$ cat src/rtl/booth_r4_mult_seq.sv
// Sequential radix-4 (modified Booth) multiplier with an internal iteration counter,
// runtime signed/unsigned mode, a busy/done handshake and a held product register.
module booth_r4_mult_seq #(
    parameter int WIDTH = 16
) (
    input  logic               clk,
    input  logic               rst,
    input  logic               go,
    input  logic               signed_mode,
    input  logic [WIDTH-1:0]   a,
    input  logic [WIDTH-1:0]   b,
    output logic               busy,
    output logic               done,
    output logic [2*WIDTH-1:0] product,
    output logic [2:0]         state
);

    // The iteration count is derived from WIDTH and cannot be overridden.
    localparam int ITER = WIDTH / 2 + 1;
    localparam int QW   = WIDTH + 2;
    localparam int AW   = WIDTH + 4;
    localparam int CW   = $clog2(ITER + 1);
    localparam logic [CW-1:0] LAST = CW'(ITER - 1);

    if ((WIDTH % 2) != 0 || WIDTH < 4) begin : g_bad_width
        $error("booth_r4_mult_seq: WIDTH must be even and at least 4");
    end

    typedef enum logic [2:0] {
        IDLE  = 3'd0,
        LOAD  = 3'd1,
        EVAL  = 3'd2,
        SHIFT = 3'd3,
        DONE  = 3'd4
    } state_t;

    state_t            fsm;
    logic [CW-1:0]     counter;

    logic [WIDTH-1:0]  a_cap;
    logic [WIDTH-1:0]  b_cap;
    logic              sm_cap;
    logic [QW-1:0]     mcand;
    logic [QW-1:0]     q;
    logic              qm1;
    logic [AW-1:0]     acc;

    logic [AW-1:0]     a_ext;
    logic [AW-1:0]     two_a;
    logic [AW-1:0]     addend;

    assign state = fsm;
    assign a_ext = {{2{mcand[QW-1]}}, mcand};
    assign two_a = {a_ext[AW-2:0], 1'b0};

    // Booth digit selection from the low multiplier pair and the previous bit.
    always_comb begin
        addend = '0;
        case ({q[1:0], qm1})
            3'b001, 3'b010: addend = a_ext;
            3'b011:         addend = two_a;
            3'b100:         addend = -two_a;
            3'b101, 3'b110: addend = -a_ext;
            default:        addend = '0;
        endcase
    end

    // Controller: state, counter and every registered output.
    always_ff @(posedge clk) begin
        if (rst) begin
            fsm     <= IDLE;
            busy    <= 1'b0;
            done    <= 1'b0;
            product <= '0;
            counter <= '0;
        end else begin
            done <= 1'b0;
            case (fsm)
                IDLE: begin
                    if (go) begin
                        fsm  <= LOAD;
                        busy <= 1'b1;
                    end
                end
                LOAD: begin
                    counter <= '0;
                    fsm     <= EVAL;
                end
                EVAL: fsm <= SHIFT;
                SHIFT: begin
                    counter <= counter + CW'(1);
                    if (counter == LAST) begin
                        fsm     <= DONE;
                        done    <= 1'b1;
                        // Low 2*WIDTH bits of {acc,Q} as they will stand after this shift.
                        product <= {acc[WIDTH-1:0], q[QW-1:2]};
                    end else begin
                        fsm <= EVAL;
                    end
                end
                DONE: begin
                    fsm  <= IDLE;
                    busy <= 1'b0;
                end
                default: begin
                    fsm  <= IDLE;
                    busy <= 1'b0;
                end
            endcase
        end
    end

    // NOTE: the datapath registers carry no reset; every field is rewritten in
    // IDLE/LOAD before it is consumed, and product is what the reset clears.
    always_ff @(posedge clk) begin
        case (fsm)
            IDLE: begin
                if (go) begin
                    a_cap  <= a;
                    b_cap  <= b;
                    sm_cap <= signed_mode;
                end
            end
            LOAD: begin
                mcand <= {{2{sm_cap & a_cap[WIDTH-1]}}, a_cap};
                q     <= {{2{sm_cap & b_cap[WIDTH-1]}}, b_cap};
                qm1   <= 1'b0;
                acc   <= '0;
            end
            EVAL: acc <= acc + addend;
            SHIFT: begin
                acc <= {{2{acc[AW-1]}}, acc[AW-1:2]};
                q   <= {acc[1:0], q[QW-1:2]};
                qm1 <= q[1];
            end
            default: begin
            end
        endcase
    end

endmodule

$ cat config.mk
export PLATFORM = sky130hd
export DESIGN_NAME = booth_r4_mult_seq
export DESIGN_NICKNAME = d
export VERILOG_FILES = /design/src/rtl/booth_r4_mult_seq.sv
export SDC_FILE = /design/constraint.sdc
export NUM_CORES = 1
export LEC_CHECK = 0
export CAP_MARGIN = 20
export CORE_MARGIN = 8
export CORE_UTILIZATION = 30
export CTS_BUF_LIST = sky130_fd_sc_hd__clkbuf_2
export CTS_CLUSTER_DIAMETER = 80
export DETAILED_ROUTE_END_ITERATION = 8
export GPL_TIMING_DRIVEN = 0
export PLACE_DENSITY = 0.54
export SYNTH_ARGS = -nofsm -noshare
export SYNTH_HDL_FRONTEND = slang
export SYNTH_SLANG_ARGS = --single-unit
export TNS_END_PERCENT = 20
$ cat constraint.sdc
create_clock -name clk -period 6.4 [get_ports clk]
set_clock_uncertainty 0.05 [all_clocks]
set_input_delay 1.92 -clock clk [delete_from_list [all_inputs] [get_ports clk]]
set_output_delay 1.92 -clock clk [all_outputs]
set_load 0.01 [all_outputs]
### Word level (Yosys, flattened, before mapping)

Index checks and enable logic that the tools add are counted.

* bits in registers: 130
* input bits: 36
* output and inout bits: 37

* $add $sub $neg: 4
* equality and inequality tests: 11
* muxes and demuxes: 11
* bitwise logic cells: 4
* reduce and logical (&&, ||, !) cells: 12

Operators with widths (number)
* one-hot mux 20 bit (4 select lines): 1
* one-hot mux 20 bit (3 select lines): 1
* negation 20 bit: 2
* one-hot mux 18 bit (2 select lines): 1
* adder 20 bit: 1
* equality test 3 x 2 -> 1 bit, second input constant: 4
* one-hot mux 3 bit (4 select lines): 1
* equality test 3 bit, second input constant: 3
* one-hot mux 4 bit (2 select lines): 1
* AND reduction 2 bit: 4
* equality test 3 x 1 -> 1 bit, second input constant: 2
* two-way mux 3 bit: 2
* OR reduction 2 bit: 3
* adder 4 x 1 -> 4 bit, second input constant: 1
* equality test 4 bit, second input constant: 1
* one-hot mux 1 bit (2 select lines): 2
* nonzero test 2 bit: 2
* zero test 3 bit: 1
* nonzero test 3 bit: 1
* OR reduction 3 bit: 1
* AND 1 bit: 2
* two-way mux 1 bit: 2
* inequality test 2 bit, second input constant: 1
* NOT 1 bit: 2

### Logic depth before layout (Yosys ltp)

Gate-level depths: netlist of run 1.

* word-level depth: 5
* mapped depth: 18
* mapped depth without buffers: 17

### Worst setup path after synthesis of run 1

OpenSTA, ideal clock, no wires.

* path type: in2reg
* from: input port go
* to: register a_cap[0] (enable)
* library setup time: 0.423 ns
* arrival: 3.365 ns
* required time: 5.927 ns
* slack: 2.561 ns
* stages on the path: 2
* path buffers: 0
* cell sequence: nand2_1 -> nor2_1

* word-level cells in the longest chain between the ends: 1

Ends and longest elaborated chain
* start: declaration: line 8 `input logic go,`
* AND reduction 2 bit (no source line)
* end signal: assignment: line 119 `a_cap <= a;`
* end: declaration: line 40 `logic [WIDTH-1:0] a_cap;`

No other way between the ends.
A chain may end at the register's enable or synchronous reset.

### Worst setup path in the final report of run 1

* from: register mcand[0]
* to: register acc[18], data pin

* word-level cells in the longest chain between the ends: 4

Ends and longest elaborated chain
* start: declaration: line 43 `logic [QW-1:0] mcand;`
* start signal: assignment: line 125 `mcand <= {{2{sm_cap & a_cap[WIDTH-1]}}, a_cap};`
* negation 20 bit, on equally long branches: line 63, 62
* one-hot mux 20 bit (4 select lines) *: line 59 `case ({q[1:0], qm1})`
* adder 20 bit *: line 130 `EVAL: acc <= acc + addend;`
* one-hot mux 20 bit (3 select lines) *: line 116 `case (fsm)`
* end signal: assignment: line 130
* end signal: assignment: line 132 `acc <= {{2{acc[AW-1]}}, acc[AW-1:2]};`
* end: declaration: line 46 `logic [AW-1:0] acc;`

Mark *: on every way between the ends. The rest lies on a longest branch, timed or not.

==> metrics, run 1 <==
status=completed; area of the multi-input gates=0.00299 sq mm; clock buffer depth=2; Peak VDD IR=0.000130 V; H-tree Lvls=4; Post-synth EDFFs=89; Syn Nets=766; Crit path max-delay family=simple AND/OR/NAND/NOR gates; max-cap viol count=0; routed len/inst=16.1 um; Vias=5462; CTS tree=yes; Leak Pwr=2.92 nW; Unique masters post-synth=59; critical path capture point type=flop; Sink Count=130; Worst Hold Class=reg -> reg; Initial Utilization=30.7%; fin. max-slew vios=0; worst skew pair latency=0.71 ns; RSZ-0062 raised after global routing=no; Req. time, crit path=6.87 ns; CP max FO=7; cts bufs inserted=17; Chip Height=166 um; number of buffers added on ports=72; Most used DFF post-synth=edfxtp_1; die width=166 um; TNS Setup=0 ns; DIE AREA=0.0275 sq mm; fmax=240 MHz; crit path launch type=flop; layout cells sized above 1=8.62%; Final Cycle Share=65.0%; commonest cells in the netlist=nand2_1 (170), edfxtp_1 (89), a21oi_1 (65); Post-Place Worst Slack=2.26 ns; Final ANT Viol Nets=0; 1st-iter DRT viols=357; count leader, synth=nand2_1; GR Util All Layers=12.9%; DRC=0; FF/Latch Area=0.00349 sq mm; GRT overflow=0; # Post-CTS Setup Buffers=0; Post-Synthesis Cells=707; post-cts sizing count=0; # setup viols final=0; GPL Wtd Cong=0.887; Max-Slew Margin vs Limit=38.8%; placed cell areas=0.00783 sq mm; dpl cells=1060; initial antenna violation count=1; share of the synthesized area in the top cell type=39.7%; fin crit period=4.16 ns; Cell Pwr Density=229 mW/mm^2; final worst setup slack=2.24 ns; kind of critical path=reg -> reg; Synth Register Bits=130; CP max stage cell=edfxtp_1; Pwr Total=1.84 mW; Core ar.=0.0219 sq mm; max incr delay on CP=0.53 ns; # nets final=858; first-pass GRT wire length=28900 um; post-synthesis average cell area=9.51 sq um; Hold Buf Count CTS=0; Slew @ Worst Pin=0.917 ns; largest net degree at the start of global routing=34; fin cells=1093; Worst Path Buf+Inv=2; crit-path cells=inv_1 -> ha_1 -> nor3b_2 -> nand3_1 -> nor3_2 -> xor2_1 -> nor2_1 -> a31oi_1 -> o21ai_1 -> ha_1 -> clkbuf_1 -> nand2_1 -> o21ai_0 -> a41oi_1 -> o31ai_1 -> xnor2_1 -> o21ai_1; largest area contributor in the netlist=edfxtp_1; sequential-to-total area share from yosys stat=51.9%; FP Rows=54; yosys synthesis warning count=0; DR vias/cell=5.00; # fillers=2310; Synth Cell Area=0.00673 sq mm; Async SR Flop Fraction=0%; # IOs=73; TritonRoute pass-1 iters=5; Root Driver=clkbuf_2; Final Hold Viols=0; Arr. time, crit path=4.63 ns; P&R area growth vs syn=19.8%; final instance area=0.00806 sq mm; post-DP HPWL=12900 um; Area contributors post-synth=edfxtp_1 (40%), dfxtp_1 (12%), nand2_1 (9.5%); Clk pin slew, worst setup/hold paths=0.25 ns; vias in the first global route=5431; WL final=17500 um
[worst paths after layout]
| check | end | startpoint | slack, ns | cells after the start |
|---|---|---|---|---|
| hold / removal | mcand[6] | a_cap[6] | 0.36 | 0 |
| setup / recovery | acc[18] | mcand[0] | 2.24 | 17 |
| hold reg to reg | mcand[6] | a_cap[6] | 0.36 | 0 |
| setup reg to reg | acc[18] | mcand[0] | 2.24 | 17 |
[through the flow]
step | hold WS [ns] | utilization, %
after floorplan | 0.350 | -
after global placement | 0.355 | 35.6
after detailed placement | 0.355 | 35.8
after CTS | 0.379 | 36.8
after global routing | 0.381 | 36.8
final | 0.358 | 36.8
[sequential cells by signal, indices dropped and copies added, names as in the netlist, 3 cells and up]
register,flops
b_cap,16
mcand,17
state,3
product,32
acc,20
counter,4
q,18
a_cap,16
[cell usage in the layout (no fill, tap or decap), types with 18 or more instances in the layout]
master and n:
clkdlybuf4s50_1 72, dfxtp_1 41, o21ai_0 23, a21oi_1 65
o21ai_1 28, nor2_1 43, ha_1 22, edfxtp_1 89
nand2_1 170, clkbuf_1 18
[cell type report]
| class | instances | share of cell area (%) |
|---|---|---|
| multi-input cells | 520 | 37.1 |
| well taps | 280 | 4.35 |
| flip-flops and latches | 130 | 43.4 |
| clock inverters | 15 | 1.79 |
| plain buffers | 39 | 2.25 |
| repair buffers | 73 | 9.19 |
| inverters | 18 | 0.839 |
| diodes | 1 | 0.0311 |
| clock buffers | 17 | 1.06 |
[cell families after synthesis]
kind of cell               Yosys count  synth area share, %
xor gates and xnor gates            29                 3.78
buffers and inverters               57                 3.70
and+or+nand+nor                    280                 18.8
muxes                                8                 1.23
AOI/OAI and AO/OA                  180                 16.2
DFF                                130                 51.9
adders and majority gates           23                 4.39
[power by group]
| group | switching (mW) | total (mW) | internal [mW] |
|---|---|---|---|
| registers | 0.0333 | 0.992 | 0.959 |
| clock network | 0.369 | 0.490 | 0.121 |
| logic | 0.216 | 0.362 | 0.146 |
[routing by layer]
layer  vias to the layer above  global-route usage, %  wire (um)
met5                         -                      0          0
met4                         0                   4.90        372
met3                        30                   2.86        957
met2                       155                   21.7       8410
met1                      2570                   15.7       7800
li1                       2707                      -          -
Note: power is estimated with default switching activity, not from simulation.
==> inputs of run 2 (changes only) <==
clock period = 3.9 ns   (was 6.4 ns; I/O delays follow)
==> run 2 against run 1 <==
  * Register-to-register slack got worse by 2.0 ns
  * Via count rose by 1.3%
  * Core utilization rose by 0.73 points
  * Sequential share of layout area fell by 0.84 points
  * Setup slack got worse by 2.0 ns
  * Maximum frequency rose by 13%
  * Total power rose by 66%
  * First-iteration DRC count rose by 7.3%
  * Global-route usage barely moved
  * Flip-flop and latch count did not move
==> metrics, run 2 (synthesis results as in run 1) <==
status=completed; # setup viols final=0; Cell Pwr Density=372 mW/mm^2; Core Util, Final=37.5%; combinational share of power=20.4%; clock buffer depth=2; GPL Wtd Cong=0.887; number of buffers added on ports=72; DR vias/cell=5.00; max-cap viol count=0; WL final=17800 um; Leak Pwr=3.01 nW; Worst Hold Class=reg -> reg; TritonRoute pass-1 iters=5; largest net degree at the start of global routing=34; # IOs=73; DRC=0; RSZ-0062 raised after global routing=yes; cts bufs inserted=17; critical path capture point type=flop; commonest cells after routing, fill and taps aside=nand2_1 (170), edfxtp_1 (89), clkdlybuf4s50_1 (72); FP Rows=54; worst skew pair latency=0.71 ns; # nets final=871; 1st-iter DRT viols=383; routed len/inst=16.1 um; commonest non-fill, non-tap cell in the layout=nand2_1; Final Hold Viols=0; Slew @ Worst Pin=0.918 ns; Chip Height=166 um; Arr. time, crit path=4.15 ns; Vias=5531; Clk pin slew, worst setup/hold paths=0.24 ns; Core ar.=0.0219 sq mm; sw power=1.02 mW; Final ANT Viol Nets=0; layout cells sized above 1=11.6%; CP max FO=5; P&R area growth vs syn=22.2%; H-tree Lvls=4; Switching Share=33.5%; crit path launch type=flop; GR Util All Layers=12.9%; vias in the first global route=5452; Req. time, crit path=4.37 ns; CTS tree=yes; Largest Register=product; Max-Slew Margin vs Limit=38.6%; sequential power share=53.3%; final instance area=0.00822 sq mm; Peak VDD IR=0.000213 V; TNS Setup=0 ns; GRT overflow=0; kind of critical path=reg -> reg; Sink Count=130; Internal Pwr Total=2.03 mW; fin crit period=3.68 ns; post-DP HPWL=12900 um; placed cell areas=0.00783 sq mm; Initial Utilization=30.7%; fin. max-slew vios=0; Final Cycle Share=94.4%; number of flip-flops in the largest register=32; die width=166 um; DIE AREA=0.0275 sq mm; fmax=272 MHz; final hold slack=0.358 ns; Largest regs=product (32), acc (20), q (18); initial antenna violation count=1; Hold Buf Count CTS=0; Root Driver=clkbuf_2; Clk pwr share=26.3%; first-pass GRT wire length=29000 um
run 2: layout make-up:
cell class              count  area [sq um]
clock buffers              17          85.1
inverters                  18          67.6
clock inverters            15           144
plain buffers              37           180
multi-input cells         520          3040
flip-flops and latches    130          3490
repair buffers             88           853
fillers                  2297         13700
diodes                      1          2.50
well taps                 280           350
run 2: per-layer routing:
| metal | GRT usage (%) | share of wire, % |
|---|---|---|
| met4 | 4.90 | 2.0 |
| met5 | 0 | 0 |
| met3 | 2.86 | 5.3 |
| met1 | 15.7 | 44 |
| met2 | 21.8 | 49 |
run 2: final timing paths:
kind | slack (ns) | cells after the start | to | startpoint
hold reg to reg | 0.36 | 0 | mcand[6] | a_cap[6]
setup / recovery | 0.22 | 15 | acc[16] | mcand[0]
hold / removal | 0.36 | 0 | mcand[6] | a_cap[6]
setup reg to reg | 0.22 | 15 | acc[16] | mcand[0]
run 2: stage by stage:
stage,worst slack [ns],instances,power [mW]
2_1_floorplan,0.410,707,2.06
3_3_place_gp,-0.498,1059,2.24
3_5_place_dp,-0.243,1060,2.25
4_1_cts,0.0955,1096,3.06
5_1_grt,-0.0402,1106,3.22
6_report,0.218,1106,3.05
run 2: timing repair:
| item | 4_1_cts | 5_1_grt |
|---|---|---|
| pin swaps | 0 | 7 |
| gates resized for setup | 1 | 17 |
| buffers inserted | 4 | 11 |
| endpoints found under the setup margin | 8 | 10 |
run 2: power by group through the flow:
| stage | Clock (mW) | Combinational, mW | Sequential, mW |
|---|---|---|---|
| 6_report | 0.805 | 0.622 | 1.63 |
| 5_1_grt | 0.889 | 0.692 | 1.64 |
| 4_1_cts | 0.837 | 0.599 | 1.63 |
| 3_5_place_dp | 0 | 0.590 | 1.66 |
| 3_3_place_gp | 0 | 0.582 | 1.66 |
| 2_1_floorplan | 0 | 0.425 | 1.64 |
run 2: critical path: stages (launching register included):
cell and delay (ns):
edfxtp_1 0.45, buf_4 0.18, nor4_4 0.40, nand2_1 0.17, nand2_1 0.11, xnor2_1 0.14
a21oi_1 0.09, o211ai_1 0.33, ha_1 0.37, and3_4 0.21, o211ai_1 0.10, a31oi_2 0.10
o41ai_2 0.41, o21ai_1 0.16, xnor2_1 0.16, o21ai_1 0.07
==> inputs of run 3 (changes only) <==
CORE_MARGIN = 2   (was 8)
PLACE_DENSITY = not set   (was 0.54)
SETUP_SLACK_MARGIN = 0.05   (was not set)
==> run 3 against run 2 <==
  * Total power shrank 1.3%
  * Critical path type unchanged
  * Via count down 0.27%
  * Global-route usage rose by 1.5 points
  * Sequential share of layout area is 0.41 points higher
  * Core utilization shrank 0.36 points
  * Non-clock buffer count shrank 9
  * Largest power group unchanged
  * Register-to-register slack lost 0.07 ns
  * Maximum frequency is 1.8% lower
  * First-iteration DRC count rose by 11%
  * Flip-flop and latch count unchanged
  * Clock power decreased by 3.6%
  * Final cell count decreased by 0.81%
==> metrics, run 3 (synthesis results as in run 1) <==
# setup viols final=0; fin crit period=3.75 ns; initial antenna violation count=1; Worst Hold Class=reg -> reg; # IOs=73; WL final=16800 um; FP Rows=54; Leak Pwr=2.98 nW; H-tree Lvls=4; fin. max-slew vios=0; TNS Setup=0 ns; Final ANT Viol Nets=0; Hold Buf Count CTS=0; P&R area growth vs syn=21.0%; RSZ-0062 raised after global routing=yes; largest net degree at the start of global routing=34; Largest Register=product; Cell Pwr Density=371 mW/mm^2; critical path capture point type=flop; commonest cells after routing, fill and taps aside=nand2_1 (170), edfxtp_1 (89), clkdlybuf4s50_1 (72); clock buffer depth=2; Post-Place Worst Slack=-0.180 ns; layout cells sized above 1=10.5%; max-cap viol count=0; Core ar.=0.0219 sq mm; Sink Count=130; vias in the first global route=5165; 1st-iter DRT viols=427; Chip Height=154 um; Initial Utilization=30.7%; Max-Slew Margin vs Limit=39.2%; fmax=267 MHz; Final Hold Viols=0; Largest regs=product (32), acc (20), q (18); Root Driver=clkbuf_2; number of buffers added on ports=72; Vias=5516; status=completed; placed cell areas=0.00783 sq mm; # fillers=2263; GR Util All Layers=14.4%; die width=154 um; crit path launch type=flop; post-DP HPWL=12000 um; routed len/inst=15.3 um; number of flip-flops in the largest register=32; final instance area=0.00814 sq mm; final hold slack=0.396 ns; final worst setup slack=0.151 ns; GPL Wtd Cong=0.908; min-delay src=a_cap[13]; first-pass GRT wire length=26900 um; CP max FO=5; Peak VDD IR=0.000197 V; Req. time, crit path=4.37 ns; DRC=0; DR vias/cell=5.03; Slew @ Worst Pin=0.910 ns; commonest non-fill, non-tap cell in the layout=nand2_1; CTS tree=yes; Critical Path Start=mcand[0]; # nets final=862; GRT overflow=0; Clk pin slew, worst setup/hold paths=0.21 ns; Arr. time, crit path=4.22 ns; DIE AREA=0.0236 sq mm; Final Cycle Share=96.1%; cts bufs inserted=17; kind of critical path=reg -> reg; worst skew pair latency=0.74 ns; RR Startpoint=mcand[0]; TritonRoute pass-1 iters=6
## run 3: area by class of cell
| cell class | count | area, sq um | share of cell area (%) |
|---|---|---|---|
| Clock inverter | 13 | 108 | 1.32 |
| Inverter | 18 | 67.6 | 0.830 |
| Timing Repair Buffer | 79 | 786 | 9.66 |
| Buffer | 37 | 178 | 2.18 |
| Multi-Input combinational cell | 520 | 3060 | 37.6 |
| Sequential cell | 130 | 3490 | 42.9 |
| Clock buffer | 19 | 95.1 | 1.17 |
| Tap cell | 280 | 350 | 4.31 |
| Antenna cell | 1 | 2.50 | 0.0308 |
## run 3: timing repair
action | CTS | global route
pin swaps | 0 | 5
gates resized for setup | 1 | 16
endpoints found under the setup margin | 8 | 12
setup buffers | 4 | 1
## run 3: per-layer routing
metal | vias to the layer above | wire length, um | global-route usage (%)
met1 | 2621 | 7660 | 18.8
met3 | 20 | 846 | 2.96
met4 | 0 | 357 | 5.55
li1 | 2716 | - | -
met2 | 159 | 7940 | 23.5
met5 | - | 0 | 0
## run 3: worst paths after layout
path	cells past startpoint	to	slack, ns
max	17	acc[18]	0.15
max reg2reg	17	acc[18]	0.15
min reg2reg	0	mcand[13]	0.40
min	0	mcand[13]	0.40
## run 3: power by group
part / internal, mW / total, mW / switching (mW) / leakage [nW]
clock: 0.239 / 0.776 / 0.537 / 0.142
sequential: 1.57 / 1.63 / 0.0547 / 1.18
combinational: 0.252 / 0.613 / 0.360 / 1.66
total: 2.06 / 3.02 / 0.952 / 2.98
## run 3: through the flow
step                      instances  total power [mW]  util, %
final                          1097              3.02     37.2
after global routing           1097              3.18     37.2
after CTS                      1097              3.02     36.9
after detailed placement       1061              2.24     35.8
after global placement         1059              2.24     35.6
after floorplan                 707              2.06        -
## run 3: critical path, stage by stage (launching register included)
cell and delay (ns):
edfxtp_1 0.46, inv_2 0.10, ha_2 0.22, nor3b_4 0.30, nand2_1 0.12, o21ai_1 0.18
xor2_1 0.20, o21ai_0 0.11, nand2_1 0.08, o311ai_1 0.17, ha_1 0.37, and3_4 0.19
o211ai_1 0.13, a31oi_4 0.26, nor3_1 0.12, o31ai_1 0.28, xnor2_1 0.16, o21ai_1 0.07
